===== src/rtl/shape_span_raster_if.sv =====
// Request/pixel bundle between a shape producer and the span rasteriser.
interface shape_span_raster_if #(
    parameter int unsigned CORDW = 9
);
    logic             start;
    logic             oe;
    logic [1:0]       mode;
    logic [1:0]       orient;
    logic [CORDW-1:0] x0;
    logic [CORDW-1:0] y0;
    logic [CORDW-1:0] w;
    logic [CORDW-1:0] h;
    logic [CORDW-1:0] x;
    logic [CORDW-1:0] y;
    logic             drawing;
    logic             busy;
    logic             done;

    modport master (
        output start, oe, mode, orient, x0, y0, w, h,
        input  x, y, drawing, busy, done
    );

    modport slave (
        input  start, oe, mode, orient, x0, y0, w, h,
        output x, y, drawing, busy, done
    );
endinterface


===== src/rtl/shape_span_raster.sv =====
// Filled rect / right-isosceles triangle / parallelogram rasteriser, one pixel per enabled cycle.
// Optional clipping to CLIP_W x CLIP_H is enabled by defining RASTER_CLIP_EN.
module shape_span_raster #(
    parameter int unsigned CORDW = 9
`ifdef RASTER_CLIP_EN
    ,
    parameter int unsigned CLIP_W = 320,
    parameter int unsigned CLIP_H = 240
`endif
) (
    input  logic                clk,
    input  logic                rst,
    shape_span_raster_if.slave  bus_io
);

    typedef enum logic [1:0] {StIdle, StSpan, StDraw, StDone} state_e;

    localparam logic [1:0]       ModeTri  = 2'd1;
    localparam logic [1:0]       ModePara = 2'd2;
    localparam logic [1:0]       ModeRsvd = 2'd3;
    localparam logic [CORDW:0]   OneW     = {{CORDW{1'b0}}, 1'b1};
    localparam logic [CORDW-1:0] OneN     = {{(CORDW-1){1'b0}}, 1'b1};

    state_e           state_q, state_d;
    logic [1:0]       mode_q, orient_q;
    logic [CORDW-1:0] x0_q, w_q, h_q, rows_q;
    logic [CORDW-1:0] y_q, y_d, r_q, r_d;
    logic [CORDW:0]   x_q, x_d, t_q, t_d;

    logic             load, empty_in, last_row, vis;
    logic [CORDW-1:0] rows_in;
    logic [CORDW:0]   x0_e, w_e, h_e, r_e, span_s, span_t;

    assign rows_in  = (bus_io.mode == ModeTri) ? bus_io.w : bus_io.h;
    assign empty_in = (bus_io.mode == ModeRsvd) || (bus_io.w == '0) || (rows_in == '0);
    assign load     = (state_q == StIdle) && bus_io.start;
    assign last_row = (r_q == rows_q - OneN);

    assign x0_e = {1'b0, x0_q};
    assign w_e  = {1'b0, w_q};
    assign h_e  = {1'b0, h_q};
    assign r_e  = {1'b0, r_q};

    // Span of the current row, computed one bit wider than the coordinates.
    always_comb begin
        span_s = x0_e;
        span_t = x0_e + w_e - OneW;
        case (mode_q)
            ModeTri: begin
                unique case (orient_q)
                    2'd0: begin
                        span_s = x0_e;
                        span_t = x0_e + r_e;
                    end
                    2'd1: begin
                        span_s = x0_e + w_e - OneW - r_e;
                        span_t = x0_e + w_e - OneW;
                    end
                    2'd2: begin
                        span_s = x0_e;
                        span_t = x0_e + w_e - OneW - r_e;
                    end
                    2'd3: begin
                        span_s = x0_e + r_e;
                        span_t = x0_e + w_e - OneW;
                    end
                endcase
            end
            ModePara: begin
                span_s = orient_q[0] ? (x0_e + h_e - OneW - r_e) : (x0_e + r_e);
                span_t = span_s + w_e - OneW;
            end
            default: begin
                span_s = x0_e;
                span_t = x0_e + w_e - OneW;
            end
        endcase
    end

    always_comb begin
        state_d = state_q;
        x_d     = x_q;
        t_d     = t_q;
        y_d     = y_q;
        r_d     = r_q;
        unique case (state_q)
            StIdle: begin
                if (bus_io.start) begin
                    y_d     = bus_io.y0;
                    r_d     = '0;
                    state_d = empty_in ? StDone : StSpan;
                end
            end
            StSpan: begin
                x_d     = span_s;
                t_d     = span_t;
                state_d = StDraw;
            end
            StDraw: begin
                if (bus_io.oe) begin
                    if (x_q == t_q) begin
                        if (last_row) begin
                            state_d = StDone;
                        end else begin
                            y_d     = y_q + OneN;
                            r_d     = r_q + OneN;
                            state_d = StSpan;
                        end
                    end else begin
                        x_d = x_q + OneW;
                    end
                end
            end
            StDone: state_d = StIdle;
            default: state_d = StIdle;
        endcase
    end

    always_ff @(posedge clk or posedge rst) begin
        if (rst) begin
            state_q <= StIdle;
            x_q     <= '0;
            t_q     <= '0;
            y_q     <= '0;
            r_q     <= '0;
        end else begin
            state_q <= state_d;
            x_q     <= x_d;
            t_q     <= t_d;
            y_q     <= y_d;
            r_q     <= r_d;
        end
    end

`ifdef RASTER_CLIP_EN
    logic [CORDW-1:0] y0_q;
    logic [CORDW:0]   y_full;

    always_ff @(posedge clk or posedge rst) begin
        if (rst) begin
            y0_q <= '0;
        end else if (load) begin
            y0_q <= bus_io.y0;
        end
    end

    // Clip on the unwrapped row coordinate so wrapped rows stay hidden.
    assign y_full = {1'b0, y0_q} + r_e;
    assign vis    = (32'(x_q) < CLIP_W) && (32'(y_full) < CLIP_H);
`else
    assign vis = 1'b1;
`endif

    // Request is captured once; later input changes are ignored until the next IDLE.
    always_ff @(posedge clk or posedge rst) begin
        if (rst) begin
            mode_q   <= '0;
            orient_q <= '0;
            x0_q     <= '0;
            w_q      <= '0;
            h_q      <= '0;
            rows_q   <= '0;
        end else if (load) begin
            mode_q   <= bus_io.mode;
            orient_q <= bus_io.orient;
            x0_q     <= bus_io.x0;
            w_q      <= bus_io.w;
            h_q      <= bus_io.h;
            rows_q   <= rows_in;
        end
    end

    assign bus_io.x       = x_q[CORDW-1:0];
    assign bus_io.y       = y_q;
    assign bus_io.drawing = (state_q == StDraw) && bus_io.oe && vis;
    assign bus_io.busy    = (state_q != StIdle);
    assign bus_io.done    = (state_q == StDone);

endmodule

===== src/flat_wrapper.sv =====
// flat-port wrapper written by rule: the top's interface ports become plain ports
module shape_span_raster_flat 
#(
    parameter int unsigned CORDW = 9

)
  (clk, rst, bus_io_start, bus_io_oe, bus_io_mode, bus_io_orient, bus_io_x0, bus_io_y0, bus_io_w, bus_io_h, bus_io_x, bus_io_y, bus_io_drawing, bus_io_busy, bus_io_done);
  shape_span_raster_if #(.CORDW(CORDW)) bus_io_i ();
  input  logic clk;
  input  logic rst;
  input wire logic [$bits(bus_io_i.start)-1:0] bus_io_start;
  input wire logic [$bits(bus_io_i.oe)-1:0] bus_io_oe;
  input wire logic [$bits(bus_io_i.mode)-1:0] bus_io_mode;
  input wire logic [$bits(bus_io_i.orient)-1:0] bus_io_orient;
  input wire logic [$bits(bus_io_i.x0)-1:0] bus_io_x0;
  input wire logic [$bits(bus_io_i.y0)-1:0] bus_io_y0;
  input wire logic [$bits(bus_io_i.w)-1:0] bus_io_w;
  input wire logic [$bits(bus_io_i.h)-1:0] bus_io_h;
  output wire logic [$bits(bus_io_i.x)-1:0] bus_io_x;
  output wire logic [$bits(bus_io_i.y)-1:0] bus_io_y;
  output wire logic [$bits(bus_io_i.drawing)-1:0] bus_io_drawing;
  output wire logic [$bits(bus_io_i.busy)-1:0] bus_io_busy;
  output wire logic [$bits(bus_io_i.done)-1:0] bus_io_done;
  assign bus_io_i.start = bus_io_start;
  assign bus_io_i.oe = bus_io_oe;
  assign bus_io_i.mode = bus_io_mode;
  assign bus_io_i.orient = bus_io_orient;
  assign bus_io_i.x0 = bus_io_x0;
  assign bus_io_i.y0 = bus_io_y0;
  assign bus_io_i.w = bus_io_w;
  assign bus_io_i.h = bus_io_h;
  assign bus_io_x = bus_io_i.x;
  assign bus_io_y = bus_io_i.y;
  assign bus_io_drawing = bus_io_i.drawing;
  assign bus_io_busy = bus_io_i.busy;
  assign bus_io_done = bus_io_i.done;
  shape_span_raster #(.CORDW(CORDW)) u_core (.clk(clk), .rst(rst), .bus_io(bus_io_i));
endmodule

===== config.mk =====
export PLATFORM = sky130hd
export DESIGN_NAME = shape_span_raster_flat
export DESIGN_NICKNAME = d
export VERILOG_FILES = /design/src/rtl/shape_span_raster_if.sv /design/src/rtl/shape_span_raster.sv /design/src/flat_wrapper.sv
export SDC_FILE = /design/constraint.sdc
export NUM_CORES = 1
export LEC_CHECK = 0
export CAP_MARGIN = 40
export CORE_UTILIZATION = 51
export DETAILED_ROUTE_END_ITERATION = 6
export PLACE_DENSITY = 0.69
export SLEW_MARGIN = 20
export SYNTH_ARGS = -nofsm -noshare
export SYNTH_HDL_FRONTEND = slang
export SYNTH_SLANG_ARGS = --single-unit

===== constraint.sdc =====
create_clock -name clk -period 12.5 [get_ports clk]
set_input_delay 1.875 -clock clk [delete_from_list [all_inputs] [get_ports clk]]
set_output_delay 1.875 -clock clk [all_outputs]
set_load 0.005 [all_outputs]

* Word level (Yosys, flattened, before mapping) *
Cells that the tools add are included.

storage, ports and cells
  bits in registers = 80
  bits of input ports = 44
  output and inout port bits = 21
  word-level logic and storage cells = 82

cells by class
  add/sub/neg operators = 13
  equal/unequal tests = 17
  multiplexer cells = 25
  reductions and logical operators = 16

operators by type and width
  cell                                                  count
  two-way mux 9 bit                                     9
  case mux 10 bit (2 select lines)                      3
  case mux 10 bit (3 select lines)                      2
  case mux 9 bit (2 select lines)                       2
  adder 9 x 9 -> 10 bit                                 3
  two-way mux 10 bit                                    3
  subtractor 10 x 1 -> 10 bit (second input constant)   3
  subtractor 10 x 9 -> 10 bit                           2
  adder 9 x 1 -> 9 bit (second input constant)          2
  logical NOT 9 bit                                     2
  equality test 2 bit (second input constant)           6
  adder 10 x 1 -> 10 bit (second input constant)        1
  adder 10 x 9 -> 10 bit                                1
  equality test 10 bit                                  1
  two-way mux 2 bit                                     5
  equality test 9 bit                                   1
  subtractor 9 x 1 -> 9 bit (second input constant)     1
  equality test 2 x 1 -> 1 bit (second input constant)  4
  inequality test 2 bit (second input constant)         4
  case mux 2 bit (4 select lines)                       1
  AND reduction 3 bit                                   2
  nonzero test 2 bit                                    3
  AND reduction 5 bit                                   1
  logical NOT 2 bit                                     2
  4 further kinds                                       7

* Logic depth before layout (Yosys ltp) *
  word-level depth = 7
  gate-level depth with buffers = 21
  gate-level depth less buffers = 21

* Least setup slack after synthesis *
OpenSTA, ideal clock, no wires.

  path type = reg-to-reg
  start point = register u_core.r_q[1]
  end point = register u_core.t_q[9]
  setup time = 0.083 ns
  arrival time = 4.467 ns
  required time = 12.417 ns
  slack = 7.950 ns
  stages on the path, launching flop included = 21
  path buffers = 0
  clock period less this slack = 4.550 ns
  cell sequence = dfrtp_1 > inv_1 > fa_1 > ha_1 > fa_1 > a21o_1 > and4_1 > nor3_1 > xnor2_1 > nor2_1 > or2_2 > ha_1 > inv_1 > ha_1 > or2_2 > a21oi_1 > o21bai_1 > xor2_1 > a211oi_1 > mux2_2 > o21ai_0

between the ends
  longest elaborated chain between the ends = 5

ends and longest elaborated chain
  item                                                                  RTL line                                          text
  start, declared                                                       shape_span_raster.sv:27                           logic [CORDW-1:0] y_q, y_d, r_q, r_d;
  start signal, assigned                                                shape_span_raster.sv:131                          r_q <= r_d;
  subtractor 10 x 9 -> 10 bit or adder 9 x 9 -> 10 bit (tied branches)  shape_span_raster.sv:70, shape_span_raster.sv:53
  two-way mux 10 bit                                                    shape_span_raster.sv:70                           span_s = orient_q[0] ? (x0_e + h_e - OneW - r_e) : (x0_e + r_e);
  adder 10 x 9 -> 10 bit                                                shape_span_raster.sv:71                           span_t = span_s + w_e - OneW;
  subtractor 10 x 1 -> 10 bit                                           shape_span_raster.sv:71
  case mux 10 bit (2 select lines) *                                    shape_span_raster.sv:48                           case (mode_q)
  end signal, assigned                                                  shape_span_raster.sv:129                          t_q <= t_d;
  end, declared                                                         shape_span_raster.sv:28                           logic [CORDW:0] x_q, x_d, t_q, t_d;

Mark *: on every way between the ends. The rest lies on a longest branch, timed or not.
A chain may end at the register's enable or synchronous reset.

* Worst setup path after layout *
  start point = input bus_io_oe
  end point = output bus_io_drawing

between the ends
  longest elaborated chain between the ends = 1

ends and longest elaborated chain
  item               RTL line                  text
  start, declared    flat_wrapper.sv:12        input wire logic [$bits(bus_io_i.oe)-1:0] bus_io_oe;
  logical AND 1 bit  shape_span_raster.sv:175  assign bus_io.drawing = (state_q == StDraw) && bus_io.oe && vis;
  end, declared      flat_wrapper.sv:21        output wire logic [$bits(bus_io_i.drawing)-1:0] bus_io_drawing;

Every way passes these cells.

==> reports/results.tsv <==
metric	value	unit
end_kind	primary output	
tritoncts	yes	
wl	21.2	mm
status	finished, final reports clean	
cts_resized	0	
cts_hold_buf	0	
reg2reg_to	u_core.t_q[9]	
clk_latency	0.35	ns
synth_edf_count	0	
finalClockSkew	0.00622	ns
die_h	122	microns
grt_max_degree	72	
fill_cells	1302	
register_area	2000	sq um
required	10.62	ns
antenna_cells	0	
cts.htree.levels	3	
worst_hold_path.num_cells	2	
synthFlopType	dfrtp_1	
synth_area	7360	sq um
antenna_found_initial	0	
fp.dieArea	14900	sq um
synth_fp_nets	1037	
hold_class	flip-flop to flip-flop	
ys_ff_latch	80	
via_count	6838	
crit_type	input port to primary output	
ctsLongestPathBuffers	2	
cts_made_buffers	9	
start_kind	input port	
arrival	3.13	ns
io_pins	65	
gp_congestion	0.975	
r2r_start	u_core.r_q[1]	
hold_violations	0	
overflow	0	
clock_sinks	80	
via_per_inst	6.03	
max-cap-violations	0	
syn_avg_cell_area	8.07	sq um
drcViolationCount	0	
worstPathMaxFanout	6	
reg2reg_slack	7.54	ns
coreArea	14000	sq um
cts_root_buf	clkbuf_16	
slew_headroom	0.405	
grt_pass1_wl	33.8	mm
wl_per_cell	18.7	microns
drt_iter0_markers	620	
nets	1073	
firstDrtPassIters	5	
dpl.hpwl	16.3	mm
port_buffers	64	
ys_async_sr_fraction	1.00	
start_util	0.526	
yosysWarnings	0	
yosysUniqueCellTypes	76	
max_freq	0.200	GHz
area_delta_synth_final	13.6	%
reg2regPathDepth	20	
report.final.setup_viol	0	
grt_pass1_vias	6364	
multi_input_area	4740	sq um
synth.yosys.seq_area_share	0.272	
cts_setup_buffers	0	
syn_inst	913	
worst_pin_slew	0.881	ns
hp-start	u_core.rows_q[8]	
die_w	122	microns
slew_violations	0	
rsz0062_at_grt	no	
cts.clk_slew.worst_paths	0.07	ns
period_needed	5.01	ns
layout-drive-gt1-share	0.0482	
track_usage	0.301	
finalCritPeriodShare	0.401	
hold_end	u_core.rows_q[8]	
whs	0.501	ns
setup_tns	0	ns
detail-route-antenna-nets	0	
rows	43	
state kept, by name, summed over array words and instances, names as in the netlist:
register,cells
u_core.x_q,10
u_core.t_q,10
u_core.state_q,2
u_core.r_q,9
u_core.bus_io.y,9
u_core.mode_q,2
u_core.w_q,9
u_core.h_q,9
u_core.orient_q,2
u_core.rows_q,9
u_core.x0_q,9
layout by cell type (no fill, tap or decap), types with 4 or more instances in the layout:
master           count
buf_4                7
nand4_1              8
clkdlybuf4s50_1     64
ha_1                66
nor2b_1             10
o22ai_1              4
a211oi_1            10
o21a_1               9
mux2i_1             17
mux2_2               4
clkbuf_16            9
nor2_1              57
o21ai_0             82
nor4_1              10
nand2_1             85
a22oi_1              4
nor3_1              13
xor2_1              26
xnor2_1             23
o211ai_1             6
a21o_1              17
fa_1                14
nand2b_1            10
or3_1                5
a211o_1              4
nand3_1             29
and3_1              13
dfrtp_1             80
a21oi_1             64
a31oi_1             12
o2111ai_1            7
inv_1              106
logic make-up after synthesis:
logic type	count (synthesis)	synth area share
compound gates	270	0.236
simple gates	259	0.169
buf+inv	154	0.0853
fa+ha+maj	80	0.150
flops	80	0.272
xor+xnor	49	0.0583
mux	21	0.0292
metrics by stage:
step                setup slack (ns)   util  area [sq um]  std cells
finish                          7.49  0.598          8370       1134
floorplan                       7.95      -          7360        913
CTS                             7.49  0.598          8370       1134
global route                    7.12  0.598          8370       1134
global placement                7.51  0.576          8060       1118
detailed placement              7.50  0.576          8060       1118
cells in the mapped netlist, types with 23 or more instances:
master,n,share of area
a21oi_1,64,0.043
clkbuf_1,29,0.015
dfrtp_1,80,0.27
ha_1,66,0.11
inv_1,107,0.055
nand2_1,85,0.043
nand3_1,29,0.020
nor2_1,57,0.029
o21ai_0,82,0.056
xnor2_1,23,0.027
xor2_1,26,0.031
layout make-up:
type / count / share of cell area
flip-flops and latches: 80 / 0.239
inverters: 108 / 0.0486
clock buffers: 10 / 0.0286
well taps: 180 / 0.0269
multi-input cells: 679 / 0.566
clock inverters: 6 / 0.00807
repair buffers: 71 / 0.0828
metal layers:
layer / vias to the layer above / global-route usage / share of wire
li1: 3277 / - / -
met1: 3242 / 0.409 / 0.45
met2: 276 / 0.457 / 0.44
met3: 43 / 0.0674 / 0.077
met4: 0 / 0.132 / 0.032
met5: - / 0 / 0
how the worst max path moves through the flow:
stage,start,end,cells past startpoint
2_1_floorplan,u_core.r_q[1],u_core.t_q[9],20
3_3_place_gp,bus_io_oe,bus_io_drawing,4
3_5_place_dp,bus_io_oe,bus_io_drawing,4
4_1_cts,bus_io_oe,bus_io_drawing,4
5_1_grt,u_core.r_q[1],u_core.t_q[9],20
6_report,bus_io_oe,bus_io_drawing,4
critical path, cell delays in order:
cell and delay (ns):
clkdlybuf4s50_1 0.48, nand2_1 0.19, inv_1 0.09, clkdlybuf4s50_1 0.49
Power is left out: the tool's default activity adds up to more than one toggle a clock period on the data nets, which glitch-free logic cannot reach.
